==> src/rtl/lookahead_routing_mc_pkg.sv <==
// Shared NoC types for the lookahead routing slice: coordinates, one-hot directions,
// port indices and the direction-to-port helper.
package lookahead_routing_mc_pkg;

    localparam int kCoordW   = 4;
    localparam int kNumPorts = 5;
    localparam int kPortW    = 3;

    typedef struct packed {
        logic [kCoordW-1:0] x;
        logic [kCoordW-1:0] y;
    } xy_t;

    typedef logic [kNumPorts-1:0] direction_t;

    localparam int kPortLocal = 0;
    localparam int kPortNorth = 1;
    localparam int kPortEast  = 2;
    localparam int kPortSouth = 3;
    localparam int kPortWest  = 4;

    localparam direction_t kGoLocal = 5'b00001;
    localparam direction_t kGoNorth = 5'b00010;
    localparam direction_t kGoEast  = 5'b00100;
    localparam direction_t kGoSouth = 5'b01000;
    localparam direction_t kGoWest  = 5'b10000;

    localparam logic [kCoordW-1:0] kCoordOne = 1;

    // Lowest set bit wins; callers only pass one-hot values.
    function automatic logic [kPortW-1:0] dir_to_port(input direction_t dir);
        logic [kPortW-1:0] port;
        port = '0;
        for (int p = kNumPorts - 1; p >= 0; p--) begin
            if (dir[p]) port = kPortW'(p);
        end
        return port;
    endfunction

endpackage

==> src/rtl/lookahead_routing_mc_dest_route.sv <==
// Combinational dimension-ordered route for one multicast destination, evaluated
// against the next-hop position.
module lookahead_routing_mc_dest_route
    import lookahead_routing_mc_pkg::*;
#(
    parameter int YX_FIRST = 1,
    parameter int MESH_X   = 8,
    parameter int MESH_Y   = 8
) (
    input  xy_t        position,
    input  xy_t        hop,
    input  xy_t        dest,
    input  logic       dest_val,
    output direction_t dir,
    output logic       drop,
    output logic       oob
);

    logic x_oob;
    logic y_oob;

    assign x_oob = int'(dest.x) >= MESH_X;
    assign y_oob = int'(dest.y) >= MESH_Y;

    always_comb begin
        dir  = '0;
        drop = 1'b0;
        oob  = 1'b0;
        if (dest_val) begin
            if (x_oob || y_oob) begin
                oob  = 1'b1;
                drop = 1'b1;
            end else if (dest == position) begin
                drop = 1'b1;
            end else if (dest == hop) begin
                dir = kGoLocal;
            end else if (YX_FIRST != 0) begin
                if (dest.y != hop.y) dir = (dest.y < hop.y) ? kGoNorth : kGoSouth;
                else                 dir = (dest.x < hop.x) ? kGoWest  : kGoEast;
            end else begin
                if (dest.x != hop.x) dir = (dest.x < hop.x) ? kGoWest  : kGoEast;
                else                 dir = (dest.y < hop.y) ? kGoNorth : kGoSouth;
            end
        end
    end

endmodule

==> src/rtl/lookahead_routing_mc.sv <==
// Pipelined multicast lookahead routing: per-destination next-hop routing, per-port
// fork masks, one-stage valid/ready output register and out-of-mesh error tracking.
module lookahead_routing_mc
    import lookahead_routing_mc_pkg::*;
#(
    parameter int DEST_SIZE = 4,
    parameter int YX_FIRST  = 1,
    parameter int MESH_X    = 8,
    parameter int MESH_Y    = 8,
    parameter int ERR_CNT_W = 8
) (
    input  logic                                 clk,
    input  logic                                 rst,
    input  xy_t                                  position,
    input  logic                                 in_valid,
    output logic                                 in_ready,
    input  xy_t                                  destination [0:DEST_SIZE-1],
    input  logic [DEST_SIZE-1:0]                 dest_val,
    input  direction_t                           current_routing,
    output logic                                 out_valid,
    input  logic                                 out_ready,
    output direction_t                           next_routing,
    output logic [kNumPorts-1:0][DEST_SIZE-1:0]  port_dest_mask,
    output logic [DEST_SIZE-1:0]                 drop_mask,
    output logic                                 err_oob,
    output logic [ERR_CNT_W-1:0]                 err_count,
    input  logic                                 err_clear
);

    localparam int CNT_W = $clog2(DEST_SIZE + 1);
    localparam int SUM_W = ERR_CNT_W + 1;

    xy_t pos_north;
    xy_t pos_south;
    xy_t pos_east;
    xy_t pos_west;
    xy_t hop;

    logic [1:0] warm_cnt;
    logic       warm_done;
    logic       accept;

    direction_t                          dir_d  [DEST_SIZE];
    logic       [DEST_SIZE-1:0]          drop_d;
    logic       [DEST_SIZE-1:0]          oob_d;
    direction_t                          next_routing_c;
    logic [kNumPorts-1:0][DEST_SIZE-1:0] port_dest_mask_c;
    logic [CNT_W-1:0]                    oob_cnt;
    logic [SUM_W-1:0]                    err_sum;
    logic [ERR_CNT_W-1:0]                err_count_c;

    // Neighbour coordinates are registered; edge underflow wraps and is later
    // rejected by the destination range check, never by the hop itself.
    always_ff @(posedge clk) begin
        if (rst) begin
            pos_north <= '0;
            pos_south <= '0;
            pos_east  <= '0;
            pos_west  <= '0;
            warm_cnt  <= '0;
        end else begin
            pos_north.x <= position.x;
            pos_north.y <= position.y - kCoordOne;
            pos_south.x <= position.x;
            pos_south.y <= position.y + kCoordOne;
            pos_east.x  <= position.x + kCoordOne;
            pos_east.y  <= position.y;
            pos_west.x  <= position.x - kCoordOne;
            pos_west.y  <= position.y;
            if (!warm_done) warm_cnt <= warm_cnt + 2'd1;
        end
    end

    assign warm_done = (warm_cnt == 2'd2);
    assign in_ready  = warm_done & (~out_valid | out_ready);
    assign accept    = in_valid & in_ready;

    always_comb begin
        hop = position;
        if      (current_routing[kPortWest])  hop = pos_west;
        else if (current_routing[kPortEast])  hop = pos_east;
        else if (current_routing[kPortNorth]) hop = pos_north;
        else if (current_routing[kPortSouth]) hop = pos_south;
    end

    for (genvar d = 0; d < DEST_SIZE; d++) begin : g_dest
        lookahead_routing_mc_dest_route #(
            .YX_FIRST (YX_FIRST),
            .MESH_X   (MESH_X),
            .MESH_Y   (MESH_Y)
        ) u_route (
            .position (position),
            .hop      (hop),
            .dest     (destination[d]),
            .dest_val (dest_val[d]),
            .dir      (dir_d[d]),
            .drop     (drop_d[d]),
            .oob      (oob_d[d])
        );
    end

    always_comb begin
        next_routing_c   = '0;
        port_dest_mask_c = '0;
        oob_cnt          = '0;
        for (int d = 0; d < DEST_SIZE; d++) begin
            next_routing_c = next_routing_c | dir_d[d];
            if (dir_d[d] != '0) port_dest_mask_c[dir_to_port(dir_d[d])][d] = 1'b1;
            oob_cnt = oob_cnt + CNT_W'(oob_d[d]);
        end
    end

    always_comb begin
        err_sum     = SUM_W'(err_count) + SUM_W'(oob_cnt);
        err_count_c = err_sum[SUM_W-1] ? '1 : err_sum[ERR_CNT_W-1:0];
    end

    always_ff @(posedge clk) begin
        if (rst) begin
            out_valid      <= 1'b0;
            next_routing   <= '0;
            port_dest_mask <= '0;
            drop_mask      <= '0;
        end else if (accept) begin
            out_valid      <= 1'b1;
            next_routing   <= next_routing_c;
            port_dest_mask <= port_dest_mask_c;
            drop_mask      <= drop_d;
        end else if (out_ready) begin
            out_valid      <= 1'b0;
        end
    end

    // A clear in the same cycle as an erroring accept wins outright.
    always_ff @(posedge clk) begin
        if (rst) begin
            err_oob   <= 1'b0;
            err_count <= '0;
        end else if (err_clear) begin
            err_oob   <= 1'b0;
            err_count <= '0;
        end else if (accept && (oob_cnt != '0)) begin
            err_oob   <= 1'b1;
            err_count <= err_count_c;
        end
    end

endmodule
==> config.mk <==
export PLATFORM = sky130hd
export DESIGN_NAME = lookahead_routing_mc
export DESIGN_NICKNAME = d
export VERILOG_FILES = /design/src/rtl/lookahead_routing_mc_pkg.sv /design/src/rtl/lookahead_routing_mc_dest_route.sv /design/src/rtl/lookahead_routing_mc.sv
export SDC_FILE = /design/constraint.sdc
export NUM_CORES = 1
export LEC_CHECK = 0
export CAP_MARGIN = 20
export CORE_ASPECT_RATIO = 1.5
export CORE_MARGIN = 5
export CORE_UTILIZATION = 55
export DETAILED_ROUTE_END_ITERATION = 6
export GPL_TIMING_DRIVEN = 0
export PLACE_DENSITY = 0.87
export SYNTH_ARGS = -nofsm -noshare
export SYNTH_HDL_FRONTEND = slang
export SYNTH_SLANG_ARGS = --single-unit
==> constraint.sdc <==
create_clock -name clk -period 5.1 [get_ports clk]
set_input_delay 0.51 -clock clk [delete_from_list [all_inputs] [get_ports clk]]
set_output_delay 0.51 -clock clk [all_outputs]
set_load 0.05 [all_outputs]
==> metrics.cfg <==
[outcome]
status = complete, no violations

[yosys]
synth_seq_cells = 63
synth_area_mm2 = 0.00400
ys_seq_area_share_pct = 31.5
yosysWarnings = 0
syn_nets = 584
syn_avg_cell_area_um2 = 8.24
syn_inst = 486
yosys.cell_types.count = 40

[sta]
setup_viol = 0
relSlewSlack_pct = 59.0
drv_slew = 0
setup_slack_ns = 1.58
min_period_ns = 3.52
rsz0062_at_grt = no
final_hold_viol_count = 0
fin_skew_ns = 0.00958
fmax_mhz = 284
finalCritPeriodShare_pct = 69.1
tightest_slew_ns = 0.608
hold_ws_ns = 0.400
finalSetupTns_ns = 0

[layout]
seqCellArea_mm2 = 0.00126
nets = 680
finalInstanceArea_mm2 = 0.00517
fin_cells = 687
syn2layout_area_growth_pct = 29.2
final_common_cell = clkdlybuf4s50_1
nFillCells = 558
multiInputGateArea_mm2 = 0.00249
final_core_util_pct = 72.0
diodes = 0
layout-drive-gt1-share_pct = 6.47
mostFrequentLayoutCells = clkdlybuf4s50_1 (85), a21oi_1 (64), dfxtp_1 (63)

[clocking]
cts_hold_buffers = 0
cts_resized = 0
numCtsBuffers = 9
h-tree-depth = 3
clk_pin_slew_ns = 0.07
cts_sinks = 63
cts_buffer_depth = 2
postCtsSetupRepairBufs = 0
cts_root_buffer = clkbuf_8
clock_latency_ns = 0.36
cts_tree = built

[place]
placed_cell_area_mm2 = 0.00498
dp_cells = 671
hpwl_mm = 9.06
port_buffers = 85
dp_slack_ns = 1.28
place.gp.congestion = 0.986

[floorplan]
die_x_um = 79.7
ioPinCount = 94
fp-row-count = 38
start_util_pct = 55.8
core_area_mm2 = 0.00718
die_area_mm2 = 0.00912
fp.dieH_um = 114

[worst_setup_path]
reg2reg_to = next_routing[4]
worstSetupPathType = in2reg
regToRegSetupSlack_ns = 2.46
required_ns = 5.39
cp-startpoint = destination[31]
cp-start-kind = input port
crit_arrival_ns = 3.81
rr_startpoint = pos_south[6]
cp-end-kind = flip-flop
critPathMaxFanout = 4
rr_worst_depth = 12

[routing]
drcViolationCount = 0
highest_layer = met4
met3_length_um = 527
postRouteAntennaNets = 0
num_vias = 3775
drtIter0Drc = 206
m1WireLength_mm = 4.21
viasPerCell = 5.49
wl_per_cell_um = 16.3
dr_wl_met2_mm = 5.91
wl_mm = 11.2
drtPass1Iterations = 4

[grt]
grt_pass1_wl_mm = 18.1
grt_usage_pct = 26.0
grt_pass1_vias = 3826
grt-ovfl-total = 0
antenna_found_initial = 0
grt_max_degree = 11

[pwr]
leakage_nw = 1.95
cellPowerDensity_mw_per_mm2 = 279
total_power_mw = 1.44
ir_drop_v = 0.000214

[worst_hold_path]
min_from = rst
hold_class = in2reg
hold_end = pos_east[5]
min_delay_path_depth = 2

[run]
maxCapViolCount = 0

## worst max path at each step
stage | endpoint | slack (ns) | depth (start not counted)
2_1_floorplan | err_count[6] | 2.17 | 11
4_1_cts | err_count[6] | 1.60 | 12
3_5_place_dp | err_count[6] | 1.28 | 12
6_report | err_count[6] | 1.58 | 12
3_3_place_gp | err_count[6] | 1.35 | 12
5_1_grt | err_count[6] | 1.39 | 12
## sequential cells by signal (all words and copies together), names as in the netlist
name	count
drop_mask	4
err_count	8
err_oob	1
next_routing	5
out_valid	1
port_dest_mask	20
pos_east	4
pos_north	4
pos_south	7
pos_west	7
warm_cnt	2
## cell usage after synthesis
library cell   n  area share, %
nand2_1       53            5.0
a311oi_1       3           0.66
o211ai_1       2           0.37
o21ai_0       12            1.5
o31ai_1        1           0.19
buf_6          4            1.1
mux2i_1        9            2.3
xnor2_1       40            8.8
o21a_1         5           0.94
and3_2         1           0.19
inv_1         21            2.0
nand3_1        9            1.1
or3_1          2           0.31
nor4_1         3           0.47
nor3b_1        5           0.94
nor3_1        16            2.0
and3_1         1           0.16
dfxtp_1       63             32
a21oi_1       64            8.0
buf_4          4           0.75
and2_1         2           0.31
clkbuf_1      11            1.0
a211oi_1       3           0.56
nor2_1        51            4.8
nor2b_1       12            1.9
nor3_2         1           0.25
or2_2          4           0.62
nand2b_1       1           0.16
a21o_1         1           0.19
xor2_1         3           0.66
fa_1           2            1.0
clkbuf_8       4            1.4
and4_2         2           0.50
nand3b_1       3           0.56
buf_2          1           0.12
and2b_2        1           0.22
o211ai_2       3           0.94
nand4_1       18            2.8
and4b_1        3           0.75
ha_1          42             13
## critical path, cell delays in order
cell	delay (ns)
clkdlybuf4s50_1	0.51
nor2_1	0.30
nor2b_1	0.11
fa_1	0.50
ha_1	0.22
ha_1	0.33
fa_1	0.43
and2_1	0.18
o211ai_1	0.28
nor2_1	0.09
and4b_1	0.19
nor3_1	0.15
## routing by layer
layer / GRT usage [%] / vias up
li1: - / 1872
met4: 16.3 / 0
met5: 0 / -
met3: 3.70 / 36
met1: 27.8 / 1741
met2: 47.1 / 126
## power breakdown
group | leakage [nW] | internal [mW] | switching (mW)
sequential | 0.515 | 0.526 | 0.0155
combinational | 1.35 | 0.189 | 0.280
clock | 0.0936 | 0.239 | 0.193
## logic make-up (layout without fill, tap and decap cells)
logic type,Yosys count,after routing,synth area share [%]
xor+xnor,43,43,9.41
compound gates,94,94,13.3
fa+ha+maj,44,44,14.1
mux,9,9,2.25
flops,63,63,31.5
simple gates,188,188,23.0
buf+inv,45,146,6.37
## final cells by class
type | instances | share of cell area [%]
Clock buffer | 13 | 2.88
Multi-Input combinational cell | 378 | 48.1
Timing Repair Buffer | 85 | 16.5
Sequential cell | 63 | 24.4
Inverter | 21 | 1.52
Buffer | 24 | 3.41
Clock inverter | 3 | 0.823
Tap cell | 100 | 2.42
(Power assumes the default switching activity.)
